--- src/rtl/alu_arbiter.sv ---
`default_nettype none
// +--------------------------------------------------------------------------+
// | alu_arbiter : two requesters share one combinational 64-bit ALU, each    |
// |               with its own single-entry response register.               |
// | Revision    : 1.0                                                        |
// +--------------------------------------------------------------------------+

module alu_arbiter_alu (
    input  logic [1:0]  op,
    input  logic [63:0] arg1,
    input  logic [63:0] arg2,
    output logic [63:0] result
);
    localparam logic [1:0] c_op_and = 2'b00;
    localparam logic [1:0] c_op_or  = 2'b01;
    localparam logic [1:0] c_op_add = 2'b10;
    localparam logic [1:0] c_op_sub = 2'b11;

    always_comb begin
        result = '0;
        case (op)
            c_op_and: result = arg1 & arg2;
            c_op_or:  result = arg1 | arg2;
            c_op_add: result = arg1 + arg2;
            c_op_sub: result = arg1 - arg2;
            default:  result = '0;
        endcase
    end
endmodule

module alu_arbiter_slot (
    input  logic        clk,
    input  logic        rst_n,
    input  logic        accept,
    input  logic        drain,
    input  logic [63:0] load_data,
    output logic        valid,
    output logic [63:0] result
);
    localparam logic [0:0] c_st_empty = 1'b0;
    localparam logic [0:0] c_st_full  = 1'b1;

    logic [0:0]  r_state;
    logic [63:0] r_result;

    // Arbitration only accepts into a FULL slot when it is being drained,
    // so a FULL accept is always a replace; the result persists after drain.
    always_ff @(posedge clk) begin
        if (!rst_n) begin
            r_state  <= c_st_empty;
            r_result <= '0;
        end else begin
            case (r_state)
                c_st_empty: begin
                    if (accept) begin
                        r_state  <= c_st_full;
                        r_result <= load_data;
                    end
                end
                c_st_full: begin
                    if (accept) begin
                        r_result <= load_data;
                    end else if (drain) begin
                        r_state <= c_st_empty;
                    end
                end
                default: r_state <= c_st_empty;
            endcase
        end
    end

    assign valid  = (r_state == c_st_full);
    assign result = r_result;
endmodule

module alu_arbiter #(
    parameter bit PRIO_INIT = 1'b0
) (
    input  logic        clk,
    input  logic        rst_n,
    input  logic        req0_valid,
    output logic        req0_ready,
    input  logic [1:0]  req0_op,
    input  logic [63:0] req0_arg1,
    input  logic [63:0] req0_arg2,
    input  logic        req1_valid,
    output logic        req1_ready,
    input  logic [1:0]  req1_op,
    input  logic [63:0] req1_arg1,
    input  logic [63:0] req1_arg2,
    output logic        rsp0_valid,
    input  logic        rsp0_ready,
    output logic [63:0] rsp0_result,
    output logic        rsp1_valid,
    input  logic        rsp1_ready,
    output logic [63:0] rsp1_result
);
    logic [1:0]       w_req_valid;
    logic [1:0]       w_rsp_ready;
    logic [1:0]       w_rsp_valid;
    logic [1:0][63:0] w_rsp_result;
    logic [1:0]       w_elig;
    logic [1:0]       w_grant;
    logic             w_sel;
    logic [1:0]       w_op;
    logic [63:0]      w_arg1;
    logic [63:0]      w_arg2;
    logic [63:0]      w_alu_result;
    logic             r_prio;

    assign w_req_valid = {req1_valid, req0_valid};
    assign w_rsp_ready = {rsp1_ready, rsp0_ready};

    // A requester may issue if its slot is empty or is being drained now;
    // gating with rst_n keeps both readies low throughout reset.
    assign w_elig = w_req_valid & (~w_rsp_valid | w_rsp_ready) & {2{rst_n}};

    always_comb begin
        w_grant = 2'b00;
        case (w_elig)
            2'b01:   w_grant = 2'b01;
            2'b10:   w_grant = 2'b10;
            2'b11:   w_grant = r_prio ? 2'b10 : 2'b01;
            default: w_grant = 2'b00;
        endcase
    end

    assign w_sel      = w_grant[1];
    assign req0_ready = w_grant[0];
    assign req1_ready = w_grant[1];

    assign w_op   = w_sel ? req1_op   : req0_op;
    assign w_arg1 = w_sel ? req1_arg1 : req0_arg1;
    assign w_arg2 = w_sel ? req1_arg2 : req0_arg2;

    alu_arbiter_alu u_alu (
        .op     (w_op),
        .arg1   (w_arg1),
        .arg2   (w_arg2),
        .result (w_alu_result)
    );

    // Priority moves to the requester that was not just served.
    always_ff @(posedge clk) begin
        if (!rst_n) begin
            r_prio <= PRIO_INIT;
        end else if (|w_grant) begin
            r_prio <= w_grant[0];
        end
    end

    generate
        for (genvar i = 0; i < 2; i++) begin : g_slot
            alu_arbiter_slot u_slot (
                .clk       (clk),
                .rst_n     (rst_n),
                .accept    (w_grant[i]),
                .drain     (w_rsp_ready[i]),
                .load_data (w_alu_result),
                .valid     (w_rsp_valid[i]),
                .result    (w_rsp_result[i])
            );
        end
    endgenerate

    assign rsp0_valid  = w_rsp_valid[0];
    assign rsp1_valid  = w_rsp_valid[1];
    assign rsp0_result = w_rsp_result[0];
    assign rsp1_result = w_rsp_result[1];
endmodule

`default_nettype wire

--- config.mk ---
export PLATFORM = sky130hd
export DESIGN_NAME = alu_arbiter
export DESIGN_NICKNAME = d
export VERILOG_FILES = /design/src/rtl/alu_arbiter.sv
export SDC_FILE = /design/constraint.sdc
export NUM_CORES = 1
export LEC_CHECK = 0
export BUFFER_PORTS_ARGS = -buffer_cell sky130_fd_sc_hd__buf_4
export CORE_ASPECT_RATIO = 1.2
export CORE_MARGIN = 2
export CORE_UTILIZATION = 46
export CTS_CLUSTER_DIAMETER = 30
export CTS_CLUSTER_SIZE = 25
export DETAILED_ROUTE_END_ITERATION = 16
export PLACE_DENSITY_LB_ADDON = 0.12
export REMOVE_ABC_BUFFERS = 1
export SLEW_MARGIN = 10
export SYNTH_ARGS = -nofsm -noshare
export SYNTH_HDL_FRONTEND = slang
export SYNTH_SLANG_ARGS = --single-unit
export TNS_END_PERCENT = 50
--- constraint.sdc ---
create_clock -name clk -period 6.25 [get_ports clk]
set_input_delay 0.3125 -clock clk [delete_from_list [all_inputs] [get_ports clk]]
set_output_delay 0.3125 -clock clk [all_outputs]
set_load 0.02 [all_outputs]
==> summary by stage, run 1 <==
Final layout
Relative to the synthesized area, the layout overhead comes to 31.2%. The final layout contains 2,728 nets. The share of layout cells above drive strength 1 is 23.5%. The total of fill cells in the finished design is 2,793.

The library cell used most frequently in the layout, excluding fill and tap cells, is buf_4. In the layout the commonest cells are buf_4, nand2_1, nor2_1.

Die
The initial core utilization is 46.5%. The floorplan step defined a core boundary enclosing 29,400 µm². The floorplan step defined a die boundary enclosing 31,100 µm².

The x dimension of the die is 161 µm. The number of rows created at floorplan is 69. The number of I/O pins is 398. Measured along the y axis, the die boundary spans 193 µm.

Clock tree
The clock net in this run drives a total of 131 sinks. The H-tree was split into 4 levels. Buffers inserted during clock tree synthesis total 17. TritonCTS built the clock tree. After clock tree synthesis, the setup repair step added 0 buffers. Hold repair after CTS inserted 0 buffers. The clock-pin slew reported for the worst setup and hold paths after clock tree synthesis is 0.06 ns. At the later pin of the worst-skew pair, clock insertion delay measures 0.46 ns.

The cell chosen for the clock root is clkbuf_16. The clock passes through at most 2 buffers.

Power and ir drop
The share of total power dissipated in combinational logic is 54.4%. The register share of total power is 22.2%. The largest voltage drop on the vdd net is 167 µV. Dividing total power by cell area gives a power density of 238 nW/µm². The leakage power is 8.44 nW. Overall power consumption after layout is estimated at 0.00428 W. The internal power is 0.00238 W. The net switching power figure is 0.00190 W. The clock share of power is 23.5%.

The switching power as a share of total power is 44.5%.

STA
The clock skew after layout is 0.0151 ns. After layout, the worst path uses 95.6% of the clock period. The post-route minimum period is 5.98 ns. The upper clock frequency limit is 167 MHz. Setup repair after global routing left no endpoint under its margin.

The actual slew at the worst max-slew pin is 1.17 ns. The count of final hold-check violations is 0. The worst-case headroom to the max-slew limit is 21.2%. The final max-slew violation count is 0.

The sum of negative setup slack is 0 ns. Setup violations remaining at the end of the flow were counted as 0.

Yosys
The count of distinct cell types in the synthesized netlist is 80. The mean instance size in the synthesized netlist is 6.74 µm². The number of instances in the synthesized netlist is 2,031. The most used flip-flop cell after synthesis is dfxtp_1.

The sequential-to-total area share from yosys stat is 19.2%. Summing every instance area after synthesis gives 13,700 µm². The number of storage elements in the synthesis netlist is 131. Yosys mapped a number of flops with a built-in enable equal to 0. For this run, asynchronously set or reset flops after synthesis account for 0%. The count of warnings emitted by yosys is 0.

Global route
Global routing finished with a remaining overflow of 0. The global-route total usage across every layer is 35.8%. The number of global-route vias before repair came to 16,000. Entering global routing, the biggest net connects 114 pins. The number of antenna violations at the first check in global routing is 1.

The first global-routing pass estimated 87,200 µm of wire.

Place
Buffers placed on the I/O ports in this run total 397. The placer's final routability congestion estimate is 0.959. Once detailed placement completed, the half-perimeter wirelength came to 44,100 µm.

Worst setup path
The highest fanout seen on the critical path is 8. The slowest stage cell on the critical path is or4_1. STA classifies the critical path endpoint as a register.

The delay of the slowest cell on the worst path is 0.52 ns. The signal on the critical path passes through nor2b_1 > or4_1 > nand2_8 > mux2i_2 > ha_1 > inv_1 > a2111oi_4 > nand4_1 > nor4_4 > buf_4 > and2b_1 > and2b_1 > a21oi_1 > xor2_1 > ha_1 > nand2_1 > or3_1 > o21ai_0 > a21oi_1 > o21ai_1 > a31oi_1 > or4_1 > a31oi_1. The worst setup path is launched from a register.

The type of the worst setup path is register to register. For the worst setup path, the data required time is 6.61 ns. For the worst setup path, the data arrival time is 6.33 ns.

Drt
The detailed-route via count is 16,600. The routed design has 57,400 µm of wire. The count of TritonRoute iterations in the first routing pass is 8.

The detailed-route vias per instance is 5.94. The count of antenna-violating nets left after detailed routing is 0. For this run, design rule violations remaining after detail routing come to 0. The average detailed-routed wire length per instance is 20.5 µm. The detailed router's first-iteration violation count is 1,187.

Worst hold path
The tightest min-delay check is of the primary input to register type.

Outcome
The run finished with clean final reports.

Flow run
The number of max-cap violations is 0.
## flip-flops by register name, indices dropped and copies added, names as in the netlist
| name | flops |
|---|---|
| g_slot.u_slot.result | 128 |
| r_prio | 1 |
| g_slot.u_slot.valid | 2 |
## final timing paths
check	startpoint	end	slack, ns	depth (start not counted)
setup / recovery	g_slot[0].u_slot.valid$_SDFF_PN0_	g_slot[0].u_slot.result[63]$_SDFFE_PN0P_	0.27	23
hold / removal	rsp0_ready	g_slot[0].u_slot.valid$_SDFF_PN0_	0.18	3
setup reg to reg	g_slot[0].u_slot.valid$_SDFF_PN0_	g_slot[0].u_slot.result[63]$_SDFFE_PN0P_	0.27	23
hold reg to reg	g_slot[0].u_slot.result[0]$_SDFFE_PN0P_	g_slot[0].u_slot.result[0]$_SDFFE_PN0P_	0.46	2
## metal layers
metal | vias up | GRT usage [%] | share of wire [%]
met2 | 728 | 65.3 | 50
met3 | 165 | 5.20 | 6.4
met1 | 7757 | 39.8 | 38
met4 | 0 | 20.4 | 5.5
met5 | - | 0 | 0
li1 | 7981 | - | -
## area by class of cell
type,count,area (µm²),area share (%)
tap,390,488,2.72
antenna,1,2.50,0.0139
sequential,131,2620,14.6
multi-input combinational,1725,10500,58.2
inverter,35,138,0.767
clock inverter,15,138,0.767
clock buffer,17,425,2.37
timing repair buffer,485,3690,20.5
## synthesized netlist by cell type, types with 7 or more instances
cell	number	area [µm²]
a21boi_0	10	75.1
or4_1	13	97.6
xnor2_1	60	526
o21a_1	11	82.6
buf_2	17	85.1
dfxtp_1	131	2620
o21bai_1	13	97.6
a221oi_1	10	87.6
ha_1	66	826
maj3_1	12	120
o41ai_1	7	61.3
and2_1	8	50.1
buf_1	10	37.5
and3_1	24	150
clkbuf_1	106	398
o21ai_0	139	696
mux2i_1	77	771
nand4_1	21	131
mux2_2	8	90.1
o211ai_1	13	97.6
nor2_1	246	923
or3_1	28	175
a21o_1	43	323
inv_1	33	124
nor3_1	56	280
a21oi_1	189	946
nand2_1	367	1380
nand2b_1	9	56.3
nor4_1	20	125
a211oi_1	49	368
xor2_1	56	490
nand3_1	34	170
a31oi_1	33	206
o31ai_1	20	150
## cells by family (layout without fill, tap and decap cells)
| logic type | Yosys count | count (layout) | share of synthesized area (%) |
|---|---|---|---|
| multiplexers | 85 | 85 | 6.29 |
| buffers and inverters | 175 | 552 | 5.20 |
| XOR/XNOR | 116 | 116 | 7.43 |
| AO/OA/AOI/OAI | 593 | 593 | 27.3 |
| flip-flops | 131 | 131 | 19.2 |
| other | 0 | 1 | 0 |
| adder cells (fa/ha/maj) | 79 | 79 | 7.06 |
| AND/OR/NAND/NOR | 852 | 852 | 27.5 |
## power by group through the flow
stage | Sequential, W | Clock, W | Combinational, W
2_1_floorplan | 0.00105 | 0 | 0.00133
4_1_cts | 0.000949 | 0.00101 | 0.00228
6_report | 0.000949 | 0.00101 | 0.00233
3_3_place_gp | 0.000965 | 0 | 0.00226
5_1_grt | 0.000957 | 0.00106 | 0.00252
3_5_place_dp | 0.000968 | 0 | 0.00227
## worst max-delay path: cells and delay by family (launching register included)
| kind | cells | cell delay [ns] |
|---|---|---|
| buffers and inverters | 2 | 0.31 |
| AOI/OAI and AO/OA | 7 | 1.46 |
| DFF | 1 | 0.32 |
| xor gates and xnor gates | 1 | 0.16 |
| muxes | 1 | 0.28 |
| and+or+nand+nor | 10 | 2.72 |
| adders and majority gates | 2 | 0.64 |
## stage by stage
| step | cell area [µm²] | instances | setup slack (ns) | util [%] | hold WS (ns) |
|---|---|---|---|---|---|
| finish | 18000 | 2799 | 0.274 | 61.0 | 0.182 |
| global route | 17900 | 2798 | 0.0107 | 61.0 | 0.196 |
| CTS | 17900 | 2798 | 0.0864 | 60.7 | 0.181 |
| detailed placement | 17300 | 2766 | -0.270 | 58.8 | 0.448 |
| global placement | 17300 | 2766 | -0.276 | 58.8 | 0.444 |
| floorplan | 13100 | 1891 | -4.08 | - | 0.444 |
## timing repair
item | CTS | global route
gates resized for setup | 1 | 15
setup endpoints to repair | 4 | 40
hold endpoints to repair | 0 | 0
cloned | 0 | 0
pin swaps | 0 | 1
Power figures use the tool's default switching activity.
==> inputs of run 2 (changes only) <==
--- a/config.mk
+++ b/config.mk
@@ -13,7 +13,6 @@
 export CTS_CLUSTER_SIZE = 25
 export DETAILED_ROUTE_END_ITERATION = 16
 export PLACE_DENSITY_LB_ADDON = 0.12
-export REMOVE_ABC_BUFFERS = 1
 export SLEW_MARGIN = 10
 export SYNTH_ARGS = -nofsm -noshare
 export SYNTH_HDL_FRONTEND = slang
==> constraint.sdc (replaced) <==
create_clock -name clk -period 6.25 [get_ports clk]
set_input_delay 0.625 -clock clk [delete_from_list [all_inputs] [get_ports clk]]
set_output_delay 0.625 -clock clk [all_outputs]
set_load 0.02 [all_outputs]
==> summary by stage, run 2 (synthesis results as in run 1) <==
Worst setup path
The worst flop-to-flop path startpoint is g_slot[0].u_slot.valid$_SDFF_PN0_. The critical path depth in cells is 23 (unchanged). The setup path with the least slack is of type register to register. The data required time of the critical path came to 6.55 ns (-0.06 ns). The worst register-to-register path ends at g_slot[0].u_slot.result[35]$_SDFFE_PN0P_. The worst setup path is captured at a register.

The first element of the critical path is g_slot[0].u_slot.valid$_SDFF_PN0_. The worst-case register-to-register setup slack was 0.32 ns (+0.05 ns). The number of buffer and inverter stages on the critical path is 2 (unchanged). The worst setup path is launched from a register. The data arrival time of the worst path came to 6.23 ns (-0.10 ns). Traced cell by cell, the critical path runs through nor2b_1 > buf_4 > or4_4 > nand2_8 > mux2i_4 > ha_2 > inv_1 > a2111oi_4 > a21bo_2 > nand2b_1 > o21ai_1 > xnor2_1 > ha_2 > a21oi_1 > o21ai_0 > a221o_1 > a221oi_2 > and2_2 > nor2_1 > a21oi_2 > xnor2_1 > a21oi_1 > a21oi_1. The category of cells accounting for the largest share of critical-path delay is compound AO/OA/AOI/OAI gates. The critical path ends at g_slot[0].u_slot.result[35]$_SDFFE_PN0P_. The delay of the slowest cell on the worst path is 0.48 ns (-0.04 ns). The slowest stage cell on the critical path is or4_4. The most frequent cell on the critical path is a21oi_1. The depth of the worst register-to-register path is 23 (unchanged).

The highest fanout seen on the critical path is 6 (-2).

STA
The final max-slew violation count is 0 (unchanged). The actual slew at the worst max-slew pin came to 0.992 ns (-0.174 ns). The upper clock frequency limit is 169 MHz (+0.83%). The count of final hold-check violations is 0 (unchanged). The sum of negative setup slack is 0 ns (unchanged). The post-route minimum period was 5.93 ns (-0.0491 ns). The worst-case headroom to the max-slew limit is 33.8% (+13 points). The part of the cycle the worst path needs came to 94.8% (-0.79 points).

The clock skew after layout is 0.00892 ns (-0.00616 ns). The final setup violation count was 0 (unchanged). Setup repair after global routing left no endpoint under its margin.

Final layout
Leaving out fill and tap cells, the most frequent cell in the layout is buf_4. The area overhead of the layout relative to synthesis is 33.7%. The sequential cell area in the final layout was 2620 µm² (unchanged). The final standard cell count with taps included and fillers excluded is 2,816 (+0.61%). Leaving out fill and tap cells, the most frequent cells in the layout are buf_4, nand2_1, nor2_1. The number of flip-flops under the largest register name was 128 (unchanged).

The net count of the finished layout is 2,754 (+0.95%). The total of fill cells in the finished design was 2,784 (-0.32%). The number of diodes added for antenna fixing is 0 (-1). The share of layout cells above drive strength 1 is 24.4% (+0.90 points).

The area of the multi-input gates is 10,500 µm² (+0.45%).

Global route
The remaining global-route overflow was 0 (unchanged). The number of antenna violations at the first check in global routing is 0 (-1). The wire length of the first global-routing pass is 89,200 µm (+2.3%). The number of global-route vias before repair came to 15,500 (-3.2%). The global-route total usage across every layer was 36.3% (+0.48 points).

The pin count of the biggest net entering global routing is 97 (-15%).

Drt
The post-route DRC violation count is 0 (unchanged). The wire length after detailed routing is 58,500 µm (+1.9%). The count of antenna-violating nets left after detailed routing was 0 (unchanged).

The detailed-route via count is 16,900 (+1.8%). The count of TritonRoute iterations in the first routing pass is 6 (-2). The average detailed-routed wire length per instance is 20.8 µm (+1.3%). The detailed-route vias per instance is 6.01 (+1.2%). The detailed router's first-iteration violation count came to 1,960 (+65%).

Yosys
The net count of the mapped netlist is 2,364.

Power and ir drop
The power per cell area was 249 nW/µm² (+4.5%). The largest voltage drop on the vdd net is 204 µV (+22%). The leakage power is 8.60 nW (+2.0%).

Die
The initial core utilization is 46.5% (unchanged). The die height came to 193 µm (unchanged). The area of the die is 31,100 µm² (unchanged). The number of rows created at floorplan is 69 (unchanged). The area of the core was 29,400 µm² (unchanged). The number of I/O pins is 398 (unchanged).

The x dimension of the die was 161 µm (unchanged).

Clock tree
The clock-pin slew reported for the worst setup and hold paths after clock tree synthesis is 0.05 ns (about the same). The insertion delay to the later sink of the worst-skew pair is 0.46 ns (about the same). The number of H-tree levels is 4 (unchanged). The TritonCTS sink count is 131 (unchanged). The maximum clock path buffer count is 3 (+1). TritonCTS built the clock tree.

The cell chosen for the clock root is clkbuf_16. The number of CTS-inserted buffers is 25 (+8).

Place
The number of placed cells counting well taps is 2,782 (+0.58%). The half-perimeter wire length after detailed placement is 47,000 µm (+6.6%). The placer's final routability congestion estimate was 1.04 (+8.9%). The count of input and output buffers was 397 (unchanged).

Outcome
The run finished with clean final reports.

Flow run
The number of max-cap violations is 0 (unchanged).

Worst hold path
The tightest min-delay check is of the register to register type.
[run 2: cell types whose count changed in the layout (fill, tap and decap cells not counted), sizes merged]
cell | previous run | this run
buf | 485 | 502
inv | 44 | 35
clkinvlp | 2 | 0
bufinv | 0 | 1
diode | 1 | 0
clkinv | 4 | 2
clkbuf | 17 | 30
[run 2: cell type report]
cell class | count | area share [%]
flip-flops and latches | 131 | 14.3
multi-input cells | 1725 | 57.4
clock buffers | 29 | 3.67
inverters | 35 | 0.746
repair buffers | 503 | 20.9
clock inverters | 3 | 0.219
well taps | 390 | 2.67
[run 2: layer usage]
layer  wire (µm)  vias up  track usage, %  part of all wire [%]
met3        5490       72            4.41                   9.4
met4        1240        0            8.93                   2.1
met5           0        -               0                     0
met2       25100      905            55.1                    43
met1       26700     7923            54.1                    46
li1            -     8028               -                     -
[run 2: power breakdown]
group | switching (W) | internal [W]
registers | 0.0000461 | 0.000910
clock network | 0.000369 | 0.000785
logic | 0.00148 | 0.000970
total | 0.00189 | 0.00266
[run 2: worst min path at each step]
stage	startpoint	endpoint	slack (ns)	depth (start not counted)
after floorplan	r_prio$_SDFFE_PN0P_	r_prio$_SDFFE_PN0P_	0.47	2
after global placement	g_slot[0].u_slot.result[14]$_SDFFE_PN0P_	g_slot[0].u_slot.result[14]$_SDFFE_PN0P_	0.45	2
after detailed placement	g_slot[1].u_slot.result[1]$_SDFFE_PN0N_	g_slot[1].u_slot.result[1]$_SDFFE_PN0N_	0.46	2
after CTS	g_slot[1].u_slot.result[1]$_SDFFE_PN0N_	g_slot[1].u_slot.result[1]$_SDFFE_PN0N_	0.47	2
after global routing	g_slot[1].u_slot.result[22]$_SDFFE_PN0N_	g_slot[1].u_slot.result[22]$_SDFFE_PN0N_	0.48	2
final	g_slot[1].u_slot.result[14]$_SDFFE_PN0N_	g_slot[1].u_slot.result[14]$_SDFFE_PN0N_	0.47	2
[run 2: worst reg2reg max path: cells and delay by family (launching register included)]
kind / cells / cell delay [ns]
flops: 1 / 0.33
fa+ha+maj: 2 / 0.60
buf+inv: 2 / 0.22
compound gates: 10 / 2.75
mux: 1 / 0.29
simple gates: 6 / 1.30
xor+xnor: 2 / 0.27
[run 2: repair_timing]
item,in CTS,in global routing
gates resized for setup,2,20
endpoints found under the setup margin,2,52
gates cloned,0,1
pin swaps,0,1
hold buffers,0,0
buffers inserted,0,1
[run 2: metrics by stage]
stage                     hold WS (ns)  instance area (µm²)  setup WS [ns]  utilization, %  power, W
final                            0.466                18300          0.323            62.1   0.00456
after global routing             0.485                18300         0.0283            62.1   0.00480
after floorplan                  0.472                13800        0.00277               -   0.00241
after CTS                        0.466                18200         0.0279            61.7   0.00449
after global placement           0.449                17500         -0.237            59.3   0.00331
after detailed placement         0.459                17500         -0.302            59.3   0.00332
==> inputs of run 3 (changes only) <==
--- a/config.mk
+++ b/config.mk
@@ -5,6 +5,7 @@
 export SDC_FILE = /design/constraint.sdc
 export NUM_CORES = 1
 export LEC_CHECK = 0
+export ABC_AREA = 1
 export BUFFER_PORTS_ARGS = -buffer_cell sky130_fd_sc_hd__buf_4
 export CORE_ASPECT_RATIO = 1.2
 export CORE_MARGIN = 2
@@ -13,6 +14,7 @@
 export CTS_CLUSTER_SIZE = 25
 export DETAILED_ROUTE_END_ITERATION = 16
 export PLACE_DENSITY_LB_ADDON = 0.12
+export REMOVE_ABC_BUFFERS = 1
 export SLEW_MARGIN = 10
 export SYNTH_ARGS = -nofsm -noshare
 export SYNTH_HDL_FRONTEND = slang
==> summary by stage, run 3 <==
Drt
The count of TritonRoute iterations in the first routing pass is 6 (unchanged). The count of antenna-violating nets left after detailed routing is 0 (unchanged). The detailed-route vias per instance is 5.55 (-7.6%). The detailed-route via count is 20,600 (+22%). The wire length after detailed routing is 73,700 µm (+26%). The post-route DRC violation count is 0 (unchanged). The average detailed-routed wire length per instance is 19.8 µm (-4.6%). The detailed router's first-iteration violation count is 1,880 (-4.1%).

Clock tree
The insertion delay to the later sink of the worst-skew pair came to 0.49 ns (+0.03 ns). The TritonCTS sink count was 131 (unchanged). The number of instances resized during post-cts repair is 0 (-2). The maximum clock path buffer count is 2 (-1).

The clock-pin slew reported for the worst setup and hold paths after clock tree synthesis is 0.06 ns (about the same). The cts-stage hold buffer count is 0 (unchanged). The number of CTS-inserted buffers is 17 (-32%). CTS placed an instance of clkbuf_16 at the clock tree root. The post-CTS repair timing setup buffer count is 0 (unchanged). TritonCTS built the clock tree.

The number of H-tree levels was 4 (unchanged).

Worst setup path
The most frequent cell on the critical path is nand2_1. The startpoint class of the critical path is a primary input. The depth of the worst register-to-register path came to 31 (+35%). The type of the worst setup path is primary input to register. The delay of the slowest cell on the worst path came to 0.55 ns (+0.07 ns). The worst register-to-register path begins at g_slot[1].u_slot.valid$_SDFF_PN0_. The data arrival time of the worst path was 6.30 ns (+0.07 ns). The worst reg2reg path endpoint is g_slot[1].u_slot.result[63]$_SDFFE_PN0N_. The data required time of the critical path was 6.64 ns (+0.09 ns). The critical path capture point type is a register. The worst-case register-to-register setup slack is 0.37 ns (+0.05 ns). The slowest stage cell on the critical path is nor3_1. The highest fanout seen on the critical path is 81 (+75).

Place
The placer's final routability congestion estimate is 1.05 (+0.16%). The count of input and output buffers came to 397 (unchanged). The half-perimeter wire length after detailed placement is 60,300 µm (+28%). The number of placed cells counting well taps is 3,686 (+32%). The total placed instance area is 19,200 µm² (+9.8%).

Yosys
The number of instances in the synthesized netlist is 2,889 (+42%). The sequential-to-total area share from yosys stat is 16.7% (-2.5 points). The cell with the most instances after synthesis is nand2_1. The share of flip-flops with an asynchronous set or reset is 0% (unchanged). The count of distinct cell types in the synthesized netlist is 47 (-41%). The share of the synthesized area in the top cell type came to 17.7% (-1.4 points). Among all flip-flop cells after synthesis, the most frequent one is dfxtp_1. The top cell type by total area after synthesis is nand2_1. The number of storage elements in the synthesis netlist is 131 (unchanged).

Sorting the synthesized cells by area gives the leading types as nand2_1, dfxtp_1, inv_1, nor2_1, o21ai_0. The count of warnings emitted by yosys is 0 (unchanged). The synthesized area is 15,700 µm² (+15%). By count the netlist is led by nand2_1, inv_1, nor2_1, o21ai_0, nand3_1.

The mean instance size in the synthesized netlist was 5.43 µm² (-19%). The number of enable-type register cells in the synthesized netlist was 0 (unchanged).

STA
The sum of negative setup slack is 0 ns (unchanged). The upper clock frequency limit is 169 MHz (+0.19%). The worst hold margin is 0.431 ns (-0.0356 ns). The post-route minimum period came to 5.92 ns (-0.0115 ns).

The final max-slew violation count is 0 (unchanged). The clock skew after layout came to 0.00849 ns (-0.000430 ns). The final setup violation count is 0 (unchanged). The worst-case headroom to the max-slew limit is 16.7% (-17 points). Setup repair after global routing left no endpoint under its margin. The count of final hold-check violations came to 0 (unchanged). The part of the cycle the worst path needs is 94.6% (-0.18 points).

The actual slew at the worst max-slew pin is 1.25 ns (+0.257 ns).

Worst hold path
The cell depth of the worst min-delay path is 3 (+1). The class of the worst hold path is primary input to register. The end point of the most critical hold path is g_slot[1].u_slot.valid$_SDFF_PN0_. In this run the most critical hold path is launched from rst_n.

Power and ir drop
The leakage power is 10.8 nW (+25%). The largest voltage drop on the vdd net is 196 µV (-3.9%). The power per cell area is 247 nW/µm² (-0.97%).

Global route
The remaining global-route overflow came to 0 (unchanged). The number of global-route vias before repair is 19,500 (+26%). The number of antenna violations at the first check in global routing is 0 (unchanged). The wire length of the first global-routing pass is 110,000 µm (+24%). The pin count of the biggest net entering global routing was 82 (-15%). The global-route total usage across every layer is 40.3% (+4.1 points).

Die
The x dimension of the die is 173 µm (+6.9%). The number of rows created at floorplan is 74 (+7.2%). The area of the die was 35,600 µm² (+14%). The area of the core came to 33,800 µm² (+15%).

The number of I/O pins is 398 (unchanged). The initial core utilization is 46.4% (about the same). The die height was 206 µm (+6.9%).

Final layout
The net count of the finished layout is 3,582 (+30%). The area overhead of the layout relative to synthesis is 26.2%. The final standard cell utilization of the core came to 58.6% (-3.5 points). The final standard cell count with taps included and fillers excluded is 3,717 (+32%). The number of flip-flops under the largest register name was 128 (unchanged). The area of all placed cells without fillers came to 19,800 µm² (+8.3%). The most common cell after layout, fill and taps aside is nand2_1. The share of layout cells above drive strength 1 is 17.3% (-7.1 points).

The total of fill cells in the finished design is 3,355 (+21%). Leaving out fill and tap cells, the most frequent cells in the layout are nand2_1, inv_1, buf_4. The number of diodes added for antenna fixing was 0 (unchanged).

Outcome
The flow ran to the end, and the final reports show no timing, DRC or antenna violations.

Flow run
The number of max-cap violations is 0 (unchanged).
run 3: per-layer routing:
layer	GRT usage, %	part of all wire (%)	vias up	wire length, µm
li1	-	-	9886	-
met4	23.3	5.8	0	4270
met5	0	0	-	0
met1	46.6	39	9514	28700
met3	7.36	7.6	206	5610
met2	70.1	48	1038	35100
run 3: stage by stage:
step,total power (W),setup WS [ns]
floorplan,0.00262,-6.27
global placement,0.00366,0.0830
detailed placement,0.00368,0.0507
CTS,0.00482,0.529
global route,0.00516,0.0804
finish,0.00489,0.335
run 3: report_power, final:
| group | internal [W] | switching [W] |
|---|---|---|
| Clock | 0.000723 | 0.000416 |
| Combinational | 0.000911 | 0.00188 |
| Sequential | 0.000915 | 0.0000428 |
| Total | 0.00255 | 0.00234 |
run 3: cells by family (layout without fill, tap and decap cells):
kind of cell / Yosys count / after routing / share of synthesized area [%]
adder cells (fa/ha/maj): 67 / 67 / 5.39
AO/OA/AOI/OAI: 531 / 531 / 18.6
XOR/XNOR: 53 / 53 / 2.96
buffers and inverters: 598 / 970 / 15.0
AND/OR/NAND/NOR: 1507 / 1507 / 41.2
flip-flops: 131 / 131 / 16.7
multiplexers: 2 / 2 / 0.128
run 3: worst max path at each step:
stage                                          endpoint  cells after the start   from  slack (ns)
3_5_place_dp   g_slot[1].u_slot.result[63]$_SDFFE_PN0N_                     33  rst_n        0.05
5_1_grt        g_slot[1].u_slot.result[63]$_SDFFE_PN0N_                     34  rst_n        0.08
3_3_place_gp   g_slot[1].u_slot.result[63]$_SDFFE_PN0N_                     33  rst_n        0.08
2_1_floorplan  g_slot[1].u_slot.result[35]$_SDFFE_PN0N_                     24  rst_n       -6.27
4_1_cts        g_slot[1].u_slot.result[63]$_SDFFE_PN0N_                     33  rst_n        0.53
6_report       g_slot[1].u_slot.result[63]$_SDFFE_PN0N_                     33  rst_n        0.33
run 3: area by class of cell:
cell class              instances  area (µm²)  share of cell area (%)
multi-input cells            2160       10700                    54.2
repair buffers                443        3380                    17.0
flip-flops and latches        131        2620                    13.2
inverters                     496        1860                    9.41
well taps                     456         571                    2.88
clock buffers                  22         464                    2.34
clock inverters                 9         178                   0.897
run 3: worst max-delay path, delay by kind of cell:
kind	cells	cell delay, ns
compound gates	2	0.28
xor+xnor	1	0.23
fa+ha+maj	1	0.49
buf+inv	7	1.05
simple gates	22	3.56
